[src/rtl/mixer_stereo_ramp.sv]
// -----------------------------------------------------------------------------
// mixer_stereo_ramp
//   Stereo serial-audio gain stage. Left-justified serial words are
//   deserialised per channel, multiplied by a per-channel gain (unity =
//   2**(W_LEVEL-1)), clamped to the sample range, and shifted back out
//   during the same channel's slot of the following frame.
//
//   Build option: define MIXER_RAMP_EN to make the gain move one step per
//   frame toward its target instead of jumping straight to it.
//
// Ports
//   clk          system clock, all logic on its rising edge
//   rst          synchronous active-high reset
//   bclk         serial bit clock (synchronous to clk, <= clk/4)
//   lrclk        channel select, 0 = left, 1 = right
//   level_l/_r   target gain per channel (unsigned)
//   mute         forces both targets to 0
//   in           serial input data, MSB first
//   out          serial processed data
//   out_p        last processed word, parallel
//   out_p_valid  one-clk pulse when out_p updates
//   sat          one-clk pulse alongside out_p_valid when that word clamped
// -----------------------------------------------------------------------------
module mixer_stereo_ramp #(
   parameter int W_SAMPLE = 32,
   parameter int W_LEVEL  = 7
) (
   input  logic                clk,
   input  logic                rst,
   input  logic                bclk,
   input  logic                lrclk,
   input  logic [W_LEVEL-1:0]  level_l,
   input  logic [W_LEVEL-1:0]  level_r,
   input  logic                mute,
   input  logic                in,
   output logic                out,
   output logic [W_SAMPLE-1:0] out_p,
   output logic                out_p_valid,
   output logic                sat
);

   localparam int KW = $clog2(W_SAMPLE + 1);
   localparam int WP = W_SAMPLE + W_LEVEL + 1;
   localparam logic [KW-1:0] IDX_MAX = KW'(W_SAMPLE);
   localparam logic [KW-1:0] IDX_TOP = KW'(W_SAMPLE - 1);

   // Returns {saturated, word}: word * gain, arithmetic shift by W_LEVEL-1,
   // clamped to the signed sample range.
   function automatic logic [W_SAMPLE:0] scale_word(input logic [W_SAMPLE-1:0] word,
                                                    input logic [W_LEVEL-1:0]  gain);
      logic [WP-1:0]      prod;
      logic [WP-1:0]      shifted;
      logic [W_LEVEL+1:0] upper;
      logic [W_SAMPLE:0]  res;
      // Operands are extended to the product width so the truncated unsigned
      // product equals the two's-complement product.
      prod    = {{(W_LEVEL+1){word[W_SAMPLE-1]}}, word} * {{(W_SAMPLE+1){1'b0}}, gain};
      shifted = $signed(prod) >>> (W_LEVEL-1);
      upper   = shifted[WP-1:W_SAMPLE-1];
      if ((&upper) || (~|upper)) begin
         res = {1'b0, shifted[W_SAMPLE-1:0]};
      end else if (shifted[WP-1]) begin
         res = {1'b1, 1'b1, {(W_SAMPLE-1){1'b0}}};
      end else begin
         res = {1'b1, 1'b0, {(W_SAMPLE-1){1'b1}}};
      end
      return res;
   endfunction

`ifdef MIXER_RAMP_EN
   // One gain step toward the target, holding once it is reached.
   function automatic logic [W_LEVEL-1:0] ramp_step(input logic [W_LEVEL-1:0] cur,
                                                    input logic [W_LEVEL-1:0] tgt);
      logic [W_LEVEL-1:0] nxt;
      if (cur < tgt) begin
         nxt = cur + {{(W_LEVEL-1){1'b0}}, 1'b1};
      end else if (cur > tgt) begin
         nxt = cur - {{(W_LEVEL-1){1'b0}}, 1'b1};
      end else begin
         nxt = cur;
      end
      return nxt;
   endfunction
`endif

   logic                bclk_d_r, lr_prev_r, lr_seen_r, primed_r;
   logic [KW-1:0]       bit_idx_r;
   logic [W_SAMPLE-1:0] shift_r, word_l_r, word_r_r, out_p_r;
   logic [W_LEVEL-1:0]  gain_l_r, gain_r_r;
   logic                out_r, valid_r, sat_r;

   logic                bit_ev_s, slot_bd_s, frame_bd_s, scale_en_s;
   logic [W_LEVEL-1:0]  gain_end_s, tgt_l_s, tgt_r_s;
   logic [W_SAMPLE:0]   scaled_s;
   logic [KW-1:0]       cur_idx_s;
   logic [W_SAMPLE-1:0] out_word_s;

   logic                bclk_d_nx, lr_prev_nx, lr_seen_nx, primed_nx;
   logic [KW-1:0]       bit_idx_nx;
   logic [W_SAMPLE-1:0] shift_nx, word_l_nx, word_r_nx, out_p_nx;
   logic [W_LEVEL-1:0]  gain_l_nx, gain_r_nx;
   logic                out_nx, valid_nx, sat_nx;

   // Event detection and next-state computation for the whole datapath.
   always_comb begin
      bit_ev_s   = bclk & ~bclk_d_r;
      // lr_seen_r suppresses a boundary on the very first bit event after
      // reset, so the partial slot in progress at reset is never scaled.
      slot_bd_s  = bit_ev_s & lr_seen_r & (lrclk != lr_prev_r);
      frame_bd_s = slot_bd_s & ~lrclk;
      scale_en_s = slot_bd_s & primed_r;
      gain_end_s = lr_prev_r ? gain_r_r : gain_l_r;
      scaled_s   = scale_word(shift_r, gain_end_s);
      cur_idx_s  = slot_bd_s ? {KW{1'b0}} : bit_idx_r;
      out_word_s = lrclk ? word_r_r : word_l_r;
      tgt_l_s    = mute ? {W_LEVEL{1'b0}} : level_l;
      tgt_r_s    = mute ? {W_LEVEL{1'b0}} : level_r;

      bclk_d_nx  = bclk;
      lr_prev_nx = bit_ev_s ? lrclk : lr_prev_r;
      lr_seen_nx = lr_seen_r | bit_ev_s;
      primed_nx  = primed_r | slot_bd_s;

      // Deserialiser is cleared at each boundary so short slots zero-fill.
      shift_nx   = shift_r;
      bit_idx_nx = bit_idx_r;
      if (slot_bd_s) begin
         shift_nx             = {W_SAMPLE{1'b0}};
         shift_nx[W_SAMPLE-1] = in;
         bit_idx_nx           = {{(KW-1){1'b0}}, 1'b1};
      end else if (bit_ev_s && (bit_idx_r < IDX_MAX)) begin
         shift_nx[IDX_TOP - bit_idx_r] = in;
         bit_idx_nx                    = bit_idx_r + {{(KW-1){1'b0}}, 1'b1};
      end else begin
         shift_nx   = shift_r;
         bit_idx_nx = bit_idx_r;
      end

      if (bit_ev_s) begin
         out_nx = (cur_idx_s < IDX_MAX) ? out_word_s[IDX_TOP - cur_idx_s] : 1'b0;
      end else begin
         out_nx = out_r;
      end

      word_l_nx = (scale_en_s && !lr_prev_r) ? scaled_s[W_SAMPLE-1:0] : word_l_r;
      word_r_nx = (scale_en_s &&  lr_prev_r) ? scaled_s[W_SAMPLE-1:0] : word_r_r;
      out_p_nx  = scale_en_s ? scaled_s[W_SAMPLE-1:0] : out_p_r;
      valid_nx  = scale_en_s;
      sat_nx    = scale_en_s & scaled_s[W_SAMPLE];

      // The gain register changes on the same edge the ending right word is
      // scaled, so that word still uses the previous frame's gain.
`ifdef MIXER_RAMP_EN
      if (frame_bd_s) begin
         gain_l_nx = ramp_step(gain_l_r, tgt_l_s);
         gain_r_nx = ramp_step(gain_r_r, tgt_r_s);
      end else begin
         gain_l_nx = gain_l_r;
         gain_r_nx = gain_r_r;
      end
`else
      if (frame_bd_s) begin
         gain_l_nx = tgt_l_s;
         gain_r_nx = tgt_r_s;
      end else begin
         gain_l_nx = gain_l_r;
         gain_r_nx = gain_r_r;
      end
`endif
   end

   // State registers; reset takes priority over every pending update.
   always_ff @(posedge clk) begin
      if (rst) begin
         bclk_d_r  <= 1'b0;
         lr_prev_r <= 1'b0;
         lr_seen_r <= 1'b0;
         primed_r  <= 1'b0;
         bit_idx_r <= {KW{1'b0}};
         shift_r   <= {W_SAMPLE{1'b0}};
         word_l_r  <= {W_SAMPLE{1'b0}};
         word_r_r  <= {W_SAMPLE{1'b0}};
         out_p_r   <= {W_SAMPLE{1'b0}};
         gain_l_r  <= {W_LEVEL{1'b0}};
         gain_r_r  <= {W_LEVEL{1'b0}};
         out_r     <= 1'b0;
         valid_r   <= 1'b0;
         sat_r     <= 1'b0;
      end else begin
         bclk_d_r  <= bclk_d_nx;
         lr_prev_r <= lr_prev_nx;
         lr_seen_r <= lr_seen_nx;
         primed_r  <= primed_nx;
         bit_idx_r <= bit_idx_nx;
         shift_r   <= shift_nx;
         word_l_r  <= word_l_nx;
         word_r_r  <= word_r_nx;
         out_p_r   <= out_p_nx;
         gain_l_r  <= gain_l_nx;
         gain_r_r  <= gain_r_nx;
         out_r     <= out_nx;
         valid_r   <= valid_nx;
         sat_r     <= sat_nx;
      end
   end

   assign out         = out_r;
   assign out_p       = out_p_r;
   assign out_p_valid = valid_r;
   assign sat         = sat_r;

endmodule

[config.mk]
export PLATFORM = sky130hd
export DESIGN_NAME = mixer_stereo_ramp
export DESIGN_NICKNAME = d
export VERILOG_FILES = /design/src/rtl/mixer_stereo_ramp.sv
export SDC_FILE = /design/constraint.sdc
export NUM_CORES = 1
export LEC_CHECK = 0
export ABC_AREA = 1
export CAP_MARGIN = 40
export CELL_PAD_IN_SITES_DETAIL_PLACEMENT = 1
export CELL_PAD_IN_SITES_GLOBAL_PLACEMENT = 2
export CORE_ASPECT_RATIO = 1.5
export CORE_MARGIN = 2
export CORE_UTILIZATION = 38
export CTS_CLUSTER_DIAMETER = 40
export DETAILED_ROUTE_END_ITERATION = 12
export DONT_BUFFER_PORTS = 1
export GPL_TIMING_DRIVEN = 0
export PLACE_DENSITY = 0.79
export SLEW_MARGIN = 20
export SYNTH_ARGS = -nofsm -noshare
export SYNTH_HDL_FRONTEND = slang
export SYNTH_SLANG_ARGS = --single-unit
[constraint.sdc]
create_clock -name clk -period 6.45 [get_ports clk]
set_clock_uncertainty 0.15 [all_clocks]
set_input_delay 0.3225 -clock clk [delete_from_list [all_inputs] [get_ports clk]]
set_output_delay 0.3225 -clock clk [all_outputs]
set_load 0.01 [all_outputs]
# Yosys cells after proc, flatten, opt, wreduce, memory -nomap -nowiden
# Cells that the tools add are included.
word_totals:
  reg_bits: 155
  elab_cells: 64
  in_bits: 20
op_classes:
  order_cmp: 5
  bitwise_logic: 10
  n_eq_ne: 1
  mul: 1
  n_reduce_logical: 11
  mux: 17
  addsub: 3
op_table:
  columns: ["op", "n"]
  rows:
  - ["$mux 32", 4]
  - ["$mul 32x8->40", 1]
  - ["$mux 33", 1]
  - ["$bwmux 32", 1]
  - ["$lt 6x6->1 const B", 4]
  - ["$mux 7", 3]
  - ["$sub 5x6->6 const A", 2]
  - ["$add 6x1->6 const B", 1]
  - ["$and 1x1->1", 6]
  - ["$ge 6x1->1 const B", 1]
  - ["$mux 6", 1]
  - ["$bmux 1 s5", 1]
  - ["$demux 1 s5", 1]
  - ["$mux 1", 5]
  - ["$logic_and 1x1->1", 4]
  - ["$reduce_and 3->1", 1]
  - ["$reduce_or 3->1", 1]
  - ["$logic_not 1->1", 2]
  - ["$not 1->1", 2]
  - ["$or 1x1->1", 2]
  - ["$reduce_bool 2->1", 1]
  - ["$reduce_or 2->1", 1]
  - ["$logic_or 1x1->1", 1]
  - ["$ne 1x1->1", 1]

# Logic depth before layout (Yosys ltp)
logic_depth:
  depth_word: 9
  ltp_mapped: 34
  ltp_nobuf: 31

# Least setup slack after synthesis
# OpenSTA, ideal clock, no wires.
synth_timing:
  kind: "register -> register"
  from: "reg lr_prev_r"
  to: "reg word_l_r[2]"
  required_ns: 6.191
  path_slack_ns: 1.058
  path_buffers: 4
  t_arrival_ns: 5.133
  period_less_slack_ns: 5.392
  stages_incl_launch_ff: 29
  path_cell_list: "dfxtp_1 buf_6 inv_4 or2_2 nand2_1 clkbuf_1 nor2_1 fa_1 fa_1 fa_1 inv_1 fa_1 inv_1 ha_1 a21oi_1 a21boi_0 nand2_1 nand2_1 nand2_1 a21oi_1 nand3_1 nand2_1 inv_2 o21ai_4 buf_6 buf_6 nand3_1 nand2_1 inv_1"
synth_between:
  elab_chain_len: 6
  elab_cells_between_ends: 13
  classes_between: "mul (1); eq/ne (1); mux (3); bitwise (2); reduce/logical (6)"
synth_rtl:
  columns: ["item", "line", "rtl"]
  rows:
  - ["start: declaration", "86", "logic bclk_d_r, lr_prev_r, lr_seen_r, primed_r;"]
  - ["start signal: assignment", "191", "lr_prev_r <= lr_prev_nx;"]
  - ["$mux 7", "112", "gain_end_s = lr_prev_r ? gain_r_r : gain_l_r;"]
  - ["$mul 32x8->40", "57", "prod = {{(W_LEVEL+1){word[W_SAMPLE-1]}}, word} * {{(W_SAMPLE+1){1'b0}}, gain};"]
  - ["$reduce_or 3->1", "60", "if ((&upper) || (~|upper)) begin"]
  - ["$logic_not 1->1", "60", null]
  - ["$logic_or 1x1->1", "60", null]
  - ["$mux 33", "60", null]
  - ["end signal: assignment", "181", "word_l_r <= {W_SAMPLE{1'b0}};"]
  - ["end signal: assignment", "196", "word_l_r <= word_l_nx;"]
  - ["end: declaration", "88", "logic [W_SAMPLE-1:0] shift_r, word_l_r, word_r_r, out_p_r;"]
# Several ways; a longest one is shown, not always the timed one.
# A chain may end at the register's enable or synchronous reset.

# Worst setup path after layout
layout_timing:
  from: "reg lr_prev_r"
  to: "reg word_l_r[27]"
# The elaborated chain is that of the path after synthesis.

==> impl_metrics.prom <==
# TYPE chip_impl_metric gauge
chip_impl_metric{name="timing.max_cap.violations",unit=""} 0
chip_impl_metric{name="worst-path-max-fanout",unit=""} 10
chip_impl_metric{name="antenna_violating_nets_post_route",unit=""} 0
chip_impl_metric{name="cts_buffer_depth",unit=""} 2
chip_impl_metric{name="area_growth",unit="%"} 10.5
chip_impl_metric{name="totalPowerFinal",unit="mW"} 2.45
chip_impl_metric{name="gpl.final_weighted_congestion",unit=""} 0.885
chip_impl_metric{name="hold_depth",unit=""} 3
chip_impl_info{name="setup.worst_path.end_class",value="flop"} 1
chip_impl_metric{name="achievable-frequency",unit="MHz"} 162
chip_impl_metric{name="grt_pass1_wl",unit="µm"} 86000
chip_impl_metric{name="share_clk_of_total_power",unit=""} 0.420
chip_impl_info{name="cpMaxStageDelayCell",value="fa_1"} 1
chip_impl_metric{name="p_switching",unit="mW"} 0.827
chip_impl_metric{name="dieWidth",unit="µm"} 167
chip_impl_metric{name="power.internal",unit="mW"} 1.62
chip_impl_metric{name="grt_usage",unit=""} 0.270
chip_impl_info{name="timing.critical_path.max_delay_family",value="adder cells"} 1
chip_impl_info{name="hold_class",value="in2reg"} 1
chip_impl_metric{name="die_area",unit="mm²"} 0.0416
chip_impl_metric{name="synth_warnings",unit=""} 0
chip_impl_metric{name="synthArstFlopShare",unit=""} 0
chip_impl_metric{name="routedWlPerCell",unit="µm"} 19.7
chip_impl_metric{name="post_route_cells_drive_above_1_share",unit=""} 0.0579
chip_impl_metric{name="insertion_delay",unit="ps"} 460
chip_impl_info{name="reg2reg_from",value="lr_prev_r$_SDFFE_PP0P_"} 1
chip_impl_info{name="cts_tree",value="built"} 1
chip_impl_metric{name="nets",unit=""} 2515
chip_impl_metric{name="antenna_found_initial",unit=""} 0
chip_impl_metric{name="dp.final_hpwl",unit="µm"} 45900
chip_impl_info{name="timing_worst_setup_path_type",value="reg2reg"} 1
chip_impl_info{name="rsz0062_at_grt",value="true"} 1
chip_impl_metric{name="via_per_inst",unit=""} 5.02
chip_impl_info{name="cpMostUsedCell",value="nand2_1"} 1
chip_impl_metric{name="switching_share",unit=""} 0.337
chip_impl_metric{name="syn_avg_cell_area",unit="µm²"} 6.88
chip_impl_info{name="synthFlopType",value="dfxtp_1"} 1
chip_impl_metric{name="reg2reg_depth",unit=""} 30
chip_impl_metric{name="io_buffer_count",unit=""} 0
chip_impl_metric{name="period_minus_slack",unit="ps"} 6190
chip_impl_metric{name="ff2ff_setup_slack",unit="ps"} 260
chip_impl_metric{name="final_critical_path_setup_slack",unit="ps"} 258
chip_impl_metric{name="critical_path.n_buffers_inverters",unit=""} 9
chip_impl_metric{name="post_cts.repair.setup_buffers",unit=""} 0
chip_impl_metric{name="grt_ovf",unit=""} 0
chip_impl_metric{name="cp_data_arrival_time",unit="ps"} 6430
chip_impl_info{name="setup.worst_path.start",value="lr_prev_r$_SDFFE_PP0P_"} 1
chip_impl_info{name="hold_path.startpoint",value="mute"} 1
chip_impl_metric{name="final-setup-viol-count",unit=""} 0
chip_impl_metric{name="drt_drc_violations_left",unit=""} 0
chip_impl_metric{name="io-pin-count",unit=""} 55
chip_impl_metric{name="place.detailed.instances",unit=""} 2710
chip_impl_info{name="timing.critical_path.from_type",value="flop"} 1
chip_impl_metric{name="cts_num_sinks",unit=""} 155
chip_impl_metric{name="tritoncts_buffers",unit=""} 17
chip_impl_metric{name="power.leakage",unit="nW"} 8.35
chip_impl_metric{name="syn_inst",unit=""} 2206
chip_impl_metric{name="seq_pwr_share",unit=""} 0.397
chip_impl_metric{name="final_max_slew_viol_count",unit=""} 0
chip_impl_info{name="worstHoldEndpoint",value="gain_r_r[1]$_SDFFE_PP0P_"} 1
chip_impl_metric{name="dr_total_vias",unit=""} 13900
chip_impl_metric{name="dr.first_iter.drc_count",unit=""} 578
chip_impl_metric{name="yosys_register_bits",unit=""} 155
chip_impl_metric{name="dr.pass1.iters",unit=""} 5
chip_impl_metric{name="worst_setup_hold_path_clk_slew",unit="ps"} 80
chip_impl_metric{name="placeable_core_region",unit="mm²"} 0.0393
chip_impl_metric{name="vias_in_the_first_global_route",unit=""} 15600
chip_impl_metric{name="layout.cell_area.non_filler",unit="mm²"} 0.0168
chip_impl_metric{name="dpl_cell_area",unit="mm²"} 0.0158
chip_impl_metric{name="grt_max_degree",unit=""} 17
chip_impl_metric{name="fp-row-count",unit=""} 89
chip_impl_metric{name="die_h",unit="µm"} 249
chip_impl_metric{name="timing.critical_path.depth",unit=""} 30
chip_impl_metric{name="slew_headroom",unit=""} 0.558
chip_impl_metric{name="vdd.ir_drop.worst",unit="µV"} 175
chip_impl_metric{name="max_stage_delay",unit="ps"} 530
chip_impl_metric{name="worst_slew_pin_slew",unit="ps"} 664
chip_impl_metric{name="cts.htree.levels",unit=""} 4
chip_impl_metric{name="final_cells",unit=""} 2762
chip_impl_metric{name="worst-endpoint-required",unit="ps"} 6690
chip_impl_info{name="reg2reg_to",value="word_l_r[27]$_SDFFE_PP0P_"} 1
chip_impl_metric{name="share_comb_of_total_power",unit=""} 0.183
chip_impl_metric{name="finalCritPeriodShare",unit=""} 0.960
chip_impl_metric{name="synth_enable_flop_cells",unit=""} 0
chip_impl_metric{name="synth_seq_area_share",unit=""} 0.205
chip_impl_metric{name="mappedNetlistNets",unit=""} 2473
chip_impl_metric{name="dp_worst_setup_slack",unit="ps"} -496
chip_impl_info{name="outcome",value="finished clean"} 1
chip_impl_info{name="root_buffer_selected_by_cts",value="clkbuf_16"} 1
chip_impl_metric{name="synth.lib_cells_used.distinct",unit=""} 39
chip_impl_metric{name="finalHoldViolations",unit=""} 0
chip_impl_metric{name="power_per_standard_cell_area",unit="mW/mm²"} 146
chip_impl_metric{name="wirelength",unit="µm"} 54500
chip_impl_metric{name="start_util",unit=""} 0.386
chip_impl_metric{name="post_synth_instance_area",unit="mm²"} 0.0152
==> repair_timing <==
item                                    CTS  global route
gates resized for setup                  19            61
hold buffers                             17             0
pin swaps                                 0             0
endpoints found under the setup margin   94            94
endpoints found under the hold margin    17             0
gates cloned                              0             0
==> state kept, by name (all words and copies together) (netlist names), 6 cells and up <==
name and count:
gain_l_r 7, word_l_r 32, shift_r 32, bit_idx_r 6, out_p 32, word_r_r 32
gain_r_r 7
==> per-layer routing <==
layer	global-route usage	up-vias	wire length [µm]
met1	0.280	6814	20800
met2	0.527	178	29900
met3	0.0237	98	759
met4	0.145	0	3080
li1	-	6775	-
met5	0	-	0
==> power by group through the flow <==
stage	Combinational (mW)	Clock (mW)	Sequential, mW
after floorplan	0.259	0	0.993
after global placement	0.415	0	0.996
after detailed placement	0.422	0	0.996
after CTS	0.436	1.05	0.974
after global routing	0.487	1.09	0.975
final	0.448	1.03	0.974
==> how the worst max path moves through the flow <==
| stage | to | slack (ps) |
|---|---|---|
| 6_report | word_l_r[27]$_SDFFE_PP0P_ | 260 |
| 5_1_grt | word_l_r[27]$_SDFFE_PP0P_ | -20 |
| 4_1_cts | word_r_r[30]$_SDFFE_PP0P_ | 10 |
| 3_5_place_dp | word_l_r[29]$_SDFFE_PP0P_ | -500 |
| 3_3_place_gp | word_l_r[27]$_SDFFE_PP0P_ | -600 |
| 2_1_floorplan | word_l_r[2]$_SDFFE_PP0P_ | 1060 |
==> worst min-delay path, cell delays in order <==
cell      delay (ps)
inv_1             70
a21oi_1          130
a211oi_1          60
==> per-stage QoR <==
stage                      util  hold slack (ps)  setup TNS [ps]
after floorplan               -              286               0
after global placement    0.402              302          -36530
after detailed placement  0.403              309          -30250
after CTS                 0.422             2.52               0
after global routing      0.426             55.6            -121
final                     0.426             21.5               0
==> cells in the mapped netlist (5+ instances only) <==
master	count	area, µm²
inv_1	449	1690
nand4_1	5	31.3
xnor2_1	14	123
o211ai_1	23	173
or2_2	6	37.5
nor2_1	380	1430
fa_1	165	3300
xor2_1	15	131
nor3_1	10	50.1
a21oi_1	119	596
o21ai_0	70	350
a211oi_1	5	37.5
ha_1	82	1030
nand3_1	134	671
clkbuf_1	60	225
buf_2	10	50.1
dfxtp_1	155	3100
nand2_2	8	50.1
o21bai_1	9	67.6
o21ai_1	20	100
nand2_1	421	1580
==> cell families after synthesis <==
logic type / count (synthesis) / synth area share
simple gates: 973 / 0.258
buf+inv: 535 / 0.136
mux: 2 / 0.00132
compound gates: 265 / 0.0978
xor+xnor: 29 / 0.0167
fa+ha+maj: 247 / 0.285
flops: 155 / 0.205
==> layout make-up <==
| type | count | area [µm²] |
|---|---|---|
| Timing Repair Buffer | 23 | 220 |
| Tap cell | 500 | 626 |
| Buffer | 81 | 407 |
| Inverter | 454 | 1710 |
| Sequential cell | 155 | 3100 |
| Antenna cell | 1 | 2.50 |
| Clock buffer | 19 | 433 |
| Clock inverter | 13 | 131 |
| Multi-Input combinational cell | 1516 | 10100 |
| Fill cell | 5101 | 22600 |
==> placed cells by master (no fill, tap or decap), drive strengths merged <==
master	instances
a311oi	3
ha	82
clkinv	1
clkinvlp	5
dfxtp	155
nand4	5
buf	28
inv	460
a21oi	119
a21o	2
bufinv	1
nand3b	2
nand3	135
o21bai	9
diode	1
o21a	4
nor2	382
xnor2	14
nand2	429
a21boi	4
fa	165
xor2	15
or2	6
a31oi	3
o21ai	92
a211oi	5
mux2i	2
o22ai	1
o211ai	23
nor4	4
dlygate4sd3	17
nor3	10
clkbuf	78
(Power assumes the default switching activity.)
